`src/rtl/inst_enc_pkg.sv`:
```
// inst_enc_pkg: RV32 opcode constants, NOP word, format enum and format decode.
// Shared by imm_packer and inst_encoder (no ports).
package inst_enc_pkg;

  localparam logic [6:0] OP_LOAD   = 7'b0000011;
  localparam logic [6:0] OP_IMM    = 7'b0010011;
  localparam logic [6:0] OP_AUIPC  = 7'b0010111;
  localparam logic [6:0] OP_STORE  = 7'b0100011;
  localparam logic [6:0] OP_OP     = 7'b0110011;
  localparam logic [6:0] OP_LUI    = 7'b0110111;
  localparam logic [6:0] OP_BRANCH = 7'b1100011;
  localparam logic [6:0] OP_JALR   = 7'b1100111;
  localparam logic [6:0] OP_JAL    = 7'b1101111;

  localparam logic [31:0] NOP = 32'h0000_0013;

  typedef enum logic [2:0] {
    FMT_R,
    FMT_I,
    FMT_SHIFT,
    FMT_S,
    FMT_SB,
    FMT_U,
    FMT_UJ,
    FMT_BAD
  } fmt_e;

  function automatic fmt_e fmt_of(
    input logic [6:0] op,
    input logic [2:0] f3
  );
    logic sh;
    fmt_e f;
    sh = (f3 == 3'b001) || (f3 == 3'b101);
    f  = FMT_BAD;
    unique case (1'b1)
      op == OP_OP:                          f = FMT_R;
      op == OP_IMM && sh:                   f = FMT_SHIFT;
      op == OP_IMM && !sh:                  f = FMT_I;
      op == OP_LOAD || op == OP_JALR:       f = FMT_I;
      op == OP_STORE:                       f = FMT_S;
      op == OP_BRANCH:                      f = FMT_SB;
      op == OP_LUI || op == OP_AUIPC:       f = FMT_U;
      op == OP_JAL:                         f = FMT_UJ;
      default:                              f = FMT_BAD;
    endcase
    return f;
  endfunction

endpackage

```
`src/rtl/imm_packer.sv`:
```
// imm_packer: combinational field scatter into a 32-bit RV32 word plus fault flag.
// In: opcode,funct3,funct7,rd,rs1,rs2,imm. Out: inst, err. Macro INST_ENCODER_RANGE_CHECK_EN adds imm checks.
module imm_packer
  import inst_enc_pkg::*;
(
  input  logic [6:0]  opcode,
  input  logic [2:0]  funct3,
  input  logic [6:0]  funct7,
  input  logic [4:0]  rd,
  input  logic [4:0]  rs1,
  input  logic [4:0]  rs2,
  input  logic [31:0] imm,
  output logic [31:0] inst,
  output logic        err
);

  fmt_e fmt;
  logic range_err;

  assign fmt = fmt_of(opcode, funct3);

  always_comb begin
    inst = NOP;
    unique case (fmt)
      FMT_R:
        inst = {funct7, rs2, rs1, funct3, rd, opcode};
      FMT_I:
        inst = {imm[11:0], rs1, funct3, rd, opcode};
      FMT_SHIFT:
        inst = {funct7, imm[4:0], rs1, funct3, rd, opcode};
      FMT_S:
        inst = {imm[11:5], rs2, rs1, funct3, imm[4:0], opcode};
      FMT_SB:
        inst = {imm[12], imm[10:5], rs2, rs1, funct3,
                imm[4:1], imm[11], opcode};
      FMT_U:
        inst = {imm[31:12], rd, opcode};
      FMT_UJ:
        inst = {imm[20], imm[10:1], imm[11], imm[19:12], rd, opcode};
      default:
        inst = NOP;
    endcase
  end

`ifdef INST_ENCODER_RANGE_CHECK_EN
  always_comb begin
    range_err = 1'b0;
    unique case (fmt)
      FMT_I, FMT_S:
        range_err = imm[31:11] != {21{imm[11]}};
      FMT_SHIFT:
        range_err = |imm[31:5];
      FMT_SB:
        range_err = (imm[31:12] != {20{imm[12]}}) || imm[0];
      FMT_UJ:
        range_err = (imm[31:20] != {12{imm[20]}}) || imm[0];
      FMT_U:
        range_err = |imm[11:0];
      default:
        range_err = 1'b0;
    endcase
  end
`else
  assign range_err = 1'b0;
`endif

  assign err = (fmt == FMT_BAD) || range_err;

endmodule

```
`src/rtl/inst_encoder.sv`:
```
// inst_encoder: field bundles in, registered RV32 words + write address out.
// Ports: start/in_* valid-ready in, out_* valid-ready out, done, err_sticky. Macro INST_ENCODER_RANGE_CHECK_EN.
module inst_encoder
  import inst_enc_pkg::*;
#(
  parameter int unsigned ADDR_W    = 8,
  parameter int unsigned BASE_ADDR = 0
) (
  input  logic              clk,
  input  logic              rst_n,
  input  logic              start,
  input  logic              in_valid,
  output logic              in_ready,
  input  logic              in_last,
  input  logic [6:0]        in_opcode,
  input  logic [2:0]        in_funct3,
  input  logic [6:0]        in_funct7,
  input  logic [4:0]        in_rd,
  input  logic [4:0]        in_rs1,
  input  logic [4:0]        in_rs2,
  input  logic [31:0]       in_imm,
  output logic              out_valid,
  input  logic              out_ready,
  output logic [31:0]       out_inst,
  output logic [ADDR_W-1:0] out_addr,
  output logic              out_err,
  output logic              done,
  output logic              err_sticky
);

  localparam logic [1:0] S_IDLE = 2'd0;
  localparam logic [1:0] S_RUN  = 2'd1;
  localparam logic [1:0] S_DONE = 2'd2;

  localparam logic [ADDR_W-1:0] BASE = ADDR_W'(BASE_ADDR);

  logic [1:0]        state;
  logic [ADDR_W-1:0] cnt;
  logic [ADDR_W-1:0] cnt_inc;
  logic              out_last;
  logic [31:0]       enc_inst;
  logic              enc_err;
  logic              hs;
  logic              take;

  imm_packer u_pack (
    .opcode (in_opcode),
    .funct3 (in_funct3),
    .funct7 (in_funct7),
    .rd     (in_rd),
    .rs1    (in_rs1),
    .rs2    (in_rs2),
    .imm    (in_imm),
    .inst   (enc_inst),
    .err    (enc_err)
  );

  assign in_ready = (state == S_RUN) && (!out_valid || out_ready);
  assign hs       = out_valid && out_ready;
  assign take     = in_valid && in_ready;
  assign cnt_inc  = cnt + 1'b1;
  assign done     = state == S_DONE;

  always_ff @(posedge clk) begin
    if (!rst_n) begin
      state      <= S_IDLE;
      out_valid  <= 1'b0;
      out_inst   <= '0;
      out_addr   <= BASE;
      out_err    <= 1'b0;
      out_last   <= 1'b0;
      cnt        <= BASE;
      err_sticky <= 1'b0;
    end else if (start) begin
      // Start wins over a coincident handshake: word dropped, count reloads.
      state      <= S_RUN;
      out_valid  <= 1'b0;
      cnt        <= BASE;
      err_sticky <= 1'b0;
    end else begin
      if (hs) begin
        cnt <= cnt_inc;
        if (out_err) err_sticky <= 1'b1;
        if (out_last) state <= S_DONE;
      end
      if (take) begin
        out_valid <= 1'b1;
        out_inst  <= enc_inst;
        // Counter bumps on the same edge, so capture its next value.
        out_addr  <= hs ? cnt_inc : cnt;
        out_err   <= enc_err;
        out_last  <= in_last;
      end else if (hs) begin
        out_valid <= 1'b0;
      end
    end
  end

endmodule

```
`config.mk`:
```
export PLATFORM = sky130hd
export DESIGN_NAME = inst_encoder
export DESIGN_NICKNAME = d
export VERILOG_FILES = /design/src/rtl/inst_enc_pkg.sv /design/src/rtl/imm_packer.sv /design/src/rtl/inst_encoder.sv
export SDC_FILE = /design/constraint.sdc
export NUM_CORES = 1
export LEC_CHECK = 0
export CORE_MARGIN = 5
export CORE_UTILIZATION = 50
export CTS_BUF_LIST = sky130_fd_sc_hd__clkbuf_8
export DETAILED_ROUTE_END_ITERATION = 8
export PLACE_DENSITY = 0.84
export SLEW_MARGIN = 30
export SYNTH_ARGS = -nofsm -noshare
export SYNTH_HDL_FRONTEND = slang
export SYNTH_HIERARCHICAL = 1
export SYNTH_SLANG_ARGS = --single-unit
```
`constraint.sdc`:
```
create_clock -name clk -period 3.4 [get_ports clk]
set_clock_uncertainty 0.05 [all_clocks]
set_input_delay 0.51 -clock clk [delete_from_list [all_inputs] [get_ports clk]]
set_output_delay 0.51 -clock clk [all_outputs]
set_load 0.03 [all_outputs]
```
==> results of run 1 <==
-- stage by stage --
stage	hold WS [ns]	power [uW]
finish	0.429	1380
global route	0.450	1420
CTS	0.431	1370
detailed placement	0.415	914
global placement	0.406	912
floorplan	0.399	788
-- power by group through the flow --
stage	sequential (uW)	combinational [uW]	clock [uW]
2_1_floorplan	673	115	0
3_3_place_gp	661	251	0
3_5_place_dp	661	253	0
6_report	647	258	471
5_1_grt	648	275	494
4_1_cts	646	254	474
-- routing by layer --
layer	wire length, um	share of wire (%)	global-route usage [%]
met1	4380	40	31.4
met2	5730	52	45.6
met3	752	6.8	4.58
met4	212	1.9	8.06
met5	0	0	0
-- worst paths after layout --
path,startpoint,to,slack (ns),cells after the start
min,out_inst[31],out_inst[31],0.43,2
max,in_opcode[6],out_inst[18],0.57,7
max reg2reg,out_valid,out_addr[4],1.56,4
min reg2reg,out_inst[31],out_inst[31],0.43,2
-- state kept, by name, indices dropped and copies added, names as in the netlist --
register / flops
cnt: 8
err_sticky: 1
out_addr: 8
out_err: 1
out_inst: 32
out_last: 1
out_valid: 1
state: 2
-- worst max-delay path, delay by kind of cell --
kind            cells  cell delay (ns)
simple gates        4             1.59
compound gates      2             0.20
buf+inv             1             0.66
-- final cells by class --
class,instances,share of cell area [%]
inverters,17,1.43
multi-input cells,270,41.5
repair buffers,127,27.8
clock inverters,2,0.872
flip-flops and latches,54,24.3
well taps,77,2.17
clock buffers,6,1.86
-- placed cells by master (no fill, tap or decap), types with 2 or more instances in the layout --
| master | count |
|---|---|
| sky130_fd_sc_hd__a211oi_1 | 3 |
| sky130_fd_sc_hd__a211oi_2 | 2 |
| sky130_fd_sc_hd__a21boi_0 | 3 |
| sky130_fd_sc_hd__a21oi_1 | 47 |
| sky130_fd_sc_hd__a221o_1 | 7 |
| sky130_fd_sc_hd__a221oi_1 | 2 |
| sky130_fd_sc_hd__a222oi_1 | 4 |
| sky130_fd_sc_hd__a22o_1 | 5 |
| sky130_fd_sc_hd__a311oi_1 | 4 |
| sky130_fd_sc_hd__a31oi_1 | 8 |
| sky130_fd_sc_hd__and2_1 | 2 |
| sky130_fd_sc_hd__and2b_1 | 3 |
| sky130_fd_sc_hd__and3_1 | 6 |
| sky130_fd_sc_hd__and3b_1 | 3 |
| sky130_fd_sc_hd__buf_4 | 13 |
| sky130_fd_sc_hd__clkbuf_8 | 6 |
| sky130_fd_sc_hd__clkdlybuf4s50_1 | 114 |
| sky130_fd_sc_hd__conb_1 | 2 |
| sky130_fd_sc_hd__dfxtp_1 | 54 |
| sky130_fd_sc_hd__inv_1 | 16 |
| sky130_fd_sc_hd__nand2_1 | 5 |
| sky130_fd_sc_hd__nand2b_1 | 6 |
| sky130_fd_sc_hd__nand3_1 | 7 |
| sky130_fd_sc_hd__nand3b_1 | 3 |
| sky130_fd_sc_hd__nand4_1 | 34 |
| sky130_fd_sc_hd__nor2_1 | 12 |
| sky130_fd_sc_hd__nor2b_1 | 6 |
| sky130_fd_sc_hd__nor2b_2 | 2 |
| sky130_fd_sc_hd__nor3_1 | 2 |
| sky130_fd_sc_hd__nor4_1 | 3 |
| sky130_fd_sc_hd__o21ai_0 | 13 |
| sky130_fd_sc_hd__o21ba_2 | 2 |
| sky130_fd_sc_hd__o31ai_1 | 45 |
| sky130_fd_sc_hd__or2_2 | 2 |
| sky130_fd_sc_hd__or3_1 | 3 |
-- logic make-up (layout without fill, tap and decap cells) --
logic type / Yosys count / count (layout)
mux: 2 / 2
fa+ha+maj: 1 / 1
buf+inv: 63 / 152
simple gates: 110 / 110
xor+xnor: 1 / 1
other cells: 1 / 2
compound gates: 154 / 154
flops: 54 / 54
==> load_flow_metrics.sql, run 1 <==
INSERT INTO impl_metrics (metric_group, metric, value, unit) VALUES
('run_status', 'outcome', 'finished, final reports clean', ''),
('clock_network', 'insertion_delay', '0.31', 'ns'),
('clock_network', 'cts_buffer_depth', '2', ''),
('yosys', 'yosys_register_bits', '54', ''),
('yosys', 'synthArstFlopShare', '0', '%'),
('power', 'netSwitchingFraction', '27.0', '%'),
('global_route', 'first_global_vias', '3496', ''),
('yosys', 'synth_most_common_cell', 'sky130_fd_sc_hd__dfxtp_1', ''),
('layout', 'layout.cell_area.non_filler', '0.00445', 'mm2'),
('detailed_routing', 'vias', '3631', ''),
('timing', 'rsz_0062_raised_after_global_routing', 'no', ''),
('critical_path', 'critical_path_arrival', '2.97', 'ns'),
('detailed_routing', 'wl_per_cell', '20.0', 'um'),
('clock_network', 'post-cts-setup-buffers', '0', ''),
('floorplan', 'die_area', '0.00816', 'mm2'),
('layout', 'final.fill_count', '514', ''),
('timing', 'maxSlewHeadroom', '53.9', '%'),
('timing', 'final.min_clock_period', '2.83', 'ns'),
('yosys', 'ys.warnings.count', '6', ''),
('yosys', 'dominant_combinational_cell_family_by_area_after_synthesis', 'compound AO/OA/AOI/OAI gates', ''),
('yosys', 'post_synth_main_area_contributors', 'sky130_fd_sc_hd__dfxtp_1, sky130_fd_sc_hd__o31ai_1, sky130_fd_sc_hd__a21oi_1', ''),
('power', 'peakVddDrop', '0.248', 'mV'),
('timing', 'maxSlewViolCount', '0', ''),
('layout', 'regArea', '0.00108', 'mm2'),
('power', 'power_report.internal_total', '1000', 'uW'),
('placement', 'dp.cells', '545', ''),
('global_route', 'maximum_number_of_pins_on_one_net_before_global_route_repair', '44', ''),
('detailed_routing', 'detail_route.first_pass.iterations', '5', ''),
('timing', 'worst_slack', '0.571', 'ns'),
('global_route', 'grt_util_overall', '25.7', '%'),
('layout', 'layout-area-overhead-vs-synth', '37.8', '%'),
('layout', 'post_route_cells_drive_above_1_share', '8.40', '%'),
('detailed_routing', 'drt-initial-drc-count', '340', ''),
('detailed_routing', 'finalWirelength', '11100', 'um'),
('power', 'power.sequential.fraction', '47.0', '%'),
('critical_path', 'worstSetupStartpointType', 'input pin', ''),
('clock_network', 'cts_hold_repair.buffers', '0', ''),
('yosys', 'synthCells', '386', ''),
('yosys', 'synthDistinctLibCells', '61', ''),
('clock_network', 'post_cts_clock_slew_at_the_launch_and_capture_registers_of_the_worst_setup_and_hold_paths', '0.10', 'ns'),
('layout', 'final_util', '70.5', '%'),
('job', 'maxCapViolCount', '0', ''),
('detailed_routing', 'final_routed_drc_violation_total', '0', ''),
('critical_path', 'cp_slowest_stage_delay', '0.66', 'ns'),
('timing', 'setup_viol_count_final', '0', ''),
('yosys', 'synth_xor_area_share', '0.271', '%'),
('floorplan', 'start_util', '51.1', '%'),
('placement', 'detailed_place_hpwl', '7840', 'um'),
('yosys', 'dominantRegCellSynth', 'sky130_fd_sc_hd__dfxtp_1', ''),
('placement', 'postPlaceCellArea', '0.00433', 'mm2'),
('yosys', 'synthDominantAreaCellType', 'sky130_fd_sc_hd__dfxtp_1', ''),
('floorplan', 'floorplan.io_pins', '115', ''),
('yosys', 'ys_top_cells_by_count', 'sky130_fd_sc_hd__dfxtp_1, sky130_fd_sc_hd__a21oi_1, sky130_fd_sc_hd__o31ai_1', ''),
('yosys', 'synth_edf_count', '0', ''),
('layout', 'final_net_count', '546', ''),
('clock_network', 'numCtsBuffers', '5', ''),
('power', 'clock_share_of_power', '34.2', '%'),
('placement', 'gp_congestion', '0.906', ''),
('layout', 'multi_input_comb_area', '0.00185', 'mm2'),
('power', 'net-switching-power', '372', 'uW'),
('global_route', 'overflow', '0', ''),
('timing', 'hold_viol_final', '0', ''),
('critical_path', 'critPathKind', 'in2reg', ''),
('critical_path', 'end_kind', 'register', ''),
('global_route', 'first_pass_grt_wire_length', '17600', 'um'),
('timing', 'worstMarginPinSlew', '0.685', 'ns'),
('yosys', 'post_synth_mux_area_share', '0.659', '%'),
('timing', 'fin_tns_setup', '0', 'ns'),
('timing', 'post-route-period-util', '83.2', '%'),
('clock_network', 'clock-sinks', '54', ''),
('yosys', 'synth_compound_gate_area_share', '33.5', '%');
(Power assumes the default switching activity.)
==> run 2: changes to the inputs <==
--- a/config.mk
+++ b/config.mk
@@ -6,10 +6,10 @@
 export NUM_CORES = 1
 export LEC_CHECK = 0
 export CORE_MARGIN = 5
-export CORE_UTILIZATION = 50
+export CORE_UTILIZATION = 47
 export CTS_BUF_LIST = sky130_fd_sc_hd__clkbuf_8
 export DETAILED_ROUTE_END_ITERATION = 8
-export PLACE_DENSITY = 0.84
+export PLACE_DENSITY = 0.79
 export SLEW_MARGIN = 30
 export SYNTH_ARGS = -nofsm -noshare
 export SYNTH_HDL_FRONTEND = slang
==> constraint.sdc (replaced) <==
create_clock -name clk -period 2.8 [get_ports clk]
set_clock_uncertainty 0.05 [all_clocks]
set_input_delay 0.42 -clock clk [delete_from_list [all_inputs] [get_ports clk]]
set_output_delay 0.42 -clock clk [all_outputs]
set_load 0.03 [all_outputs]
==> load_flow_metrics.sql, run 2 (synthesis gave the netlist of run 1 again) <==
INSERT INTO impl_metrics (metric_group, metric, value, unit) VALUES
('run_status', 'outcome', 'finished, final reports clean', ''),
('detailed_routing', 'drt.antenna.violating_nets', '0', ''),
('critical_path', 'critPathSlowestCell', 'sky130_fd_sc_hd__clkdlybuf4s50_1', ''),
('placement', 'detailed_place_hpwl', '7860', 'um'),
('power', 'pwr_density_cell', '359', 'mW/mm2'),
('layout', 'final_common_cell', 'sky130_fd_sc_hd__clkdlybuf4s50_1', ''),
('layout', 'layout-area-overhead-vs-synth', '41.0', '%'),
('clock_network', 'post-cts-setup-buffers', '0', ''),
('timing', 'clock.fmax', '410', 'MHz'),
('timing', 'maxSlewHeadroom', '63.8', '%'),
('timing', 'final.min_clock_period', '2.44', 'ns'),
('floorplan', 'start_util', '47.8', '%'),
('critical_path', 'cp_data_required_time', '2.99', 'ns'),
('global_route', 'met2_usage', '46.5', '%'),
('power', 'peakVddDrop', '0.321', 'mV'),
('placement', 'portBuffers', '114', ''),
('layout', 'largest-register', 'out_inst', ''),
('power', 'power.static_leakage', '0.00157', 'uW'),
('critical_path', 'end_kind', 'register', ''),
('detailed_routing', 'vias', '3520', ''),
('layout', 'post_route_cells_drive_above_1_share', '10.6', '%'),
('detailed_routing', 'detail_route.first_pass.iterations', '4', ''),
('placement', 'dp.cells', '561', ''),
('critical_path', 'critical_path_peak_fanout', '12', ''),
('timing', 'rsz_0062_raised_after_global_routing', 'no', ''),
('timing', 'setup_viol_count_final', '0', ''),
('clock_network', 'post_cts_resize_count', '0', ''),
('floorplan', 'floorplan.io_pins', '115', ''),
('timing', 'fin_tns_setup', '0', 'ns'),
('timing', 'post-route-period-util', '87.1', '%'),
('global_route', 'overflow', '0', ''),
('timing', 'maxSlewViolCount', '0', ''),
('timing', 'worstMarginPinSlew', '0.539', 'ns'),
('global_route', 'grt_use_met3', '3.90', '%'),
('layout', 'finish.cell_count_without_fillers', '569', ''),
('clock_network', 'root_buffer', 'sky130_fd_sc_hd__clkbuf_8', ''),
('critical_path', 'worst_path_dominant_cell_family', 'simple AND/OR/NAND/NOR gates', ''),
('clock_network', 'cts_buffer_depth', '2', ''),
('floorplan', 'design.core.area', '0.00676', 'mm2'),
('layout', 'largestRegisters', 'out_inst x32, cnt x8, out_addr x8', ''),
('floorplan', 'die_w', '92.9', 'um'),
('layout', 'layout_common_cells', 'sky130_fd_sc_hd__clkdlybuf4s50_1, sky130_fd_sc_hd__dfxtp_1, sky130_fd_sc_hd__a21oi_1, sky130_fd_sc_hd__o31ai_1, sky130_fd_sc_hd__nand4_1', ''),
('global_route', 'grt_util_overall', '25.4', '%'),
('global_route', 'antenna_found_initial', '0', ''),
('critical_path', 'worstSetupStartpointType', 'input pin', ''),
('placement', 'gp_congestion', '0.878', ''),
('worst_hold_path', 'timing.hold.worst.class', 'reg2reg', ''),
('timing', 'hold-worst-slack', '0.423', 'ns'),
('clock_network', 'clock_tree_from_tritoncts', 'yes', ''),
('floorplan', 'floorplan.die.height', '92.9', 'um'),
('global_route', 'global_route.peak_usage_layer', 'met2', ''),
('floorplan', 'die_area', '0.00862', 'mm2'),
('floorplan', 'row_count', '30', ''),
('global_route', 'first_global_vias', '3526', ''),
('critical_path', 'critical_path.cell_chain', 'clkdlybuf4s50_1 > and3b_1 > and2_1 > or2_0 > buf_4 > o31ai_1 > nand4_1 > a21oi_1', ''),
('layout', 'final_net_count', '559', ''),
('global_route', 'first_pass_grt_wire_length', '17700', 'um'),
('critical_path', 'cp_slowest_stage_delay', '0.74', 'ns'),
('critical_path', 'critical_path_buffer_and_inverter_count', '2', ''),
('global_route', 'maximum_number_of_pins_on_one_net_before_global_route_repair', '44', ''),
('layout', 'largest_register_ffs', '32', ''),
('detailed_routing', 'drt-initial-drc-count', '244', ''),
('clock_network', 'clock-sinks', '54', ''),
('clock_network', 'post_cts_clock_slew_at_the_launch_and_capture_registers_of_the_worst_setup_and_hold_paths', '0.10', 'ns'),
('detailed_routing', 'finalWirelength', '11000', 'um'),
('critical_path', 'critical_path_arrival', '2.63', 'ns'),
('clock_network', 'htreeDepth', '2', ''),
('timing', 'hold_viol_final', '0', ''),
('detailed_routing', 'final_routed_drc_violation_total', '0', ''),
('detailed_routing', 'wl_per_cell', '19.4', 'um'),
('detailed_routing', 'route.detailed.vias_per_inst', '6.19', ''),
('clock_network', 'numCtsBuffers', '5', ''),
('clock_network', 'cts_hold_repair.buffers', '0', ''),
('clock_network', 'insertion_delay', '0.32', 'ns'),
('global_route', 'groute.layer.met1.usage', '30.6', '%'),
('layout', 'antenna_cells', '0', ''),
('critical_path', 'critPathKind', 'in2reg', ''),
('job', 'maxCapViolCount', '0', '');
## run 2: cell types whose count changed in the layout (fill, tap and decap cells not counted)
cell / previous run / this run
sky130_fd_sc_hd__clkbuf_8: 6 / 5
sky130_fd_sc_hd__buf_12: 0 / 1
sky130_fd_sc_hd__buf_4: 13 / 25
sky130_fd_sc_hd__inv_6: 1 / 0
sky130_fd_sc_hd__clkinvlp_4: 0 / 1
sky130_fd_sc_hd__inv_1: 16 / 17
## run 2: worst register-to-register path: stages, from the launching register on
cell and delay (ns):
sky130_fd_sc_hd__dfxtp_1 0.44, sky130_fd_sc_hd__and2b_1 0.23, sky130_fd_sc_hd__buf_4 0.26, sky130_fd_sc_hd__nor3_2 0.53
sky130_fd_sc_hd__a311oi_1 0.20
## run 2: path summary, 6_finish.rpt
kind	startpoint	to	slack, ns	cells past startpoint
setup / recovery	in_opcode[6]	out_inst[15]	0.36	8
hold / removal	out_inst[13]	out_inst[13]	0.42	2
setup reg to reg	out_valid	out_addr[4]	0.94	4
hold reg to reg	out_inst[13]	out_inst[13]	0.42	2
## run 2: cell type report
| class | count | area, um2 |
|---|---|---|
| clock buffers | 5 | 68.8 |
| flip-flops and latches | 54 | 1080 |
| repair buffers | 140 | 1350 |
| multi-input cells | 270 | 1850 |
| clock inverters | 3 | 41.3 |
| well taps | 80 | 100 |
| inverters | 17 | 63.8 |
| fillers | 585 | 2210 |
## run 2: report_power, final
group	internal, uW	leakage, uW	switching [uW]
combinational	155	0.00108	168
clock	264	0.0000556	260
sequential	777	0.000436	7.52
## run 2: metrics by stage
| stage | total power, uW | utilization [%] | setup WS (ns) | instance area (um2) |
|---|---|---|---|---|
| 2_1_floorplan | 956 | - | 0.816 | 3230 |
| 3_3_place_gp | 1120 | 65.7 | 0.105 | 4440 |
| 3_5_place_dp | 1120 | 65.7 | 0.0412 | 4440 |
| 4_1_cts | 1640 | 67.4 | 0.383 | 4550 |
| 5_1_grt | 1690 | 67.4 | 0.127 | 4550 |
| 6_report | 1630 | 67.4 | 0.363 | 4550 |
## run 2: layer usage
metal / routed length [um] / vias up
li1: - / 1703
met1: 4290 / 1659
met2: 5940 / 136
met3: 583 / 22
met4: 217 / 0
met5: 0 / -
==> run 3: changes to the inputs <==
--- a/config.mk
+++ b/config.mk
@@ -8,6 +8,7 @@
 export CORE_MARGIN = 5
 export CORE_UTILIZATION = 47
 export CTS_BUF_LIST = sky130_fd_sc_hd__clkbuf_8
+export CTS_CLUSTER_SIZE = 14
 export DETAILED_ROUTE_END_ITERATION = 8
 export PLACE_DENSITY = 0.79
 export SLEW_MARGIN = 30
==> results of run 3 <==
No change in the layout: final DEF, timing and power equal those of run 2.
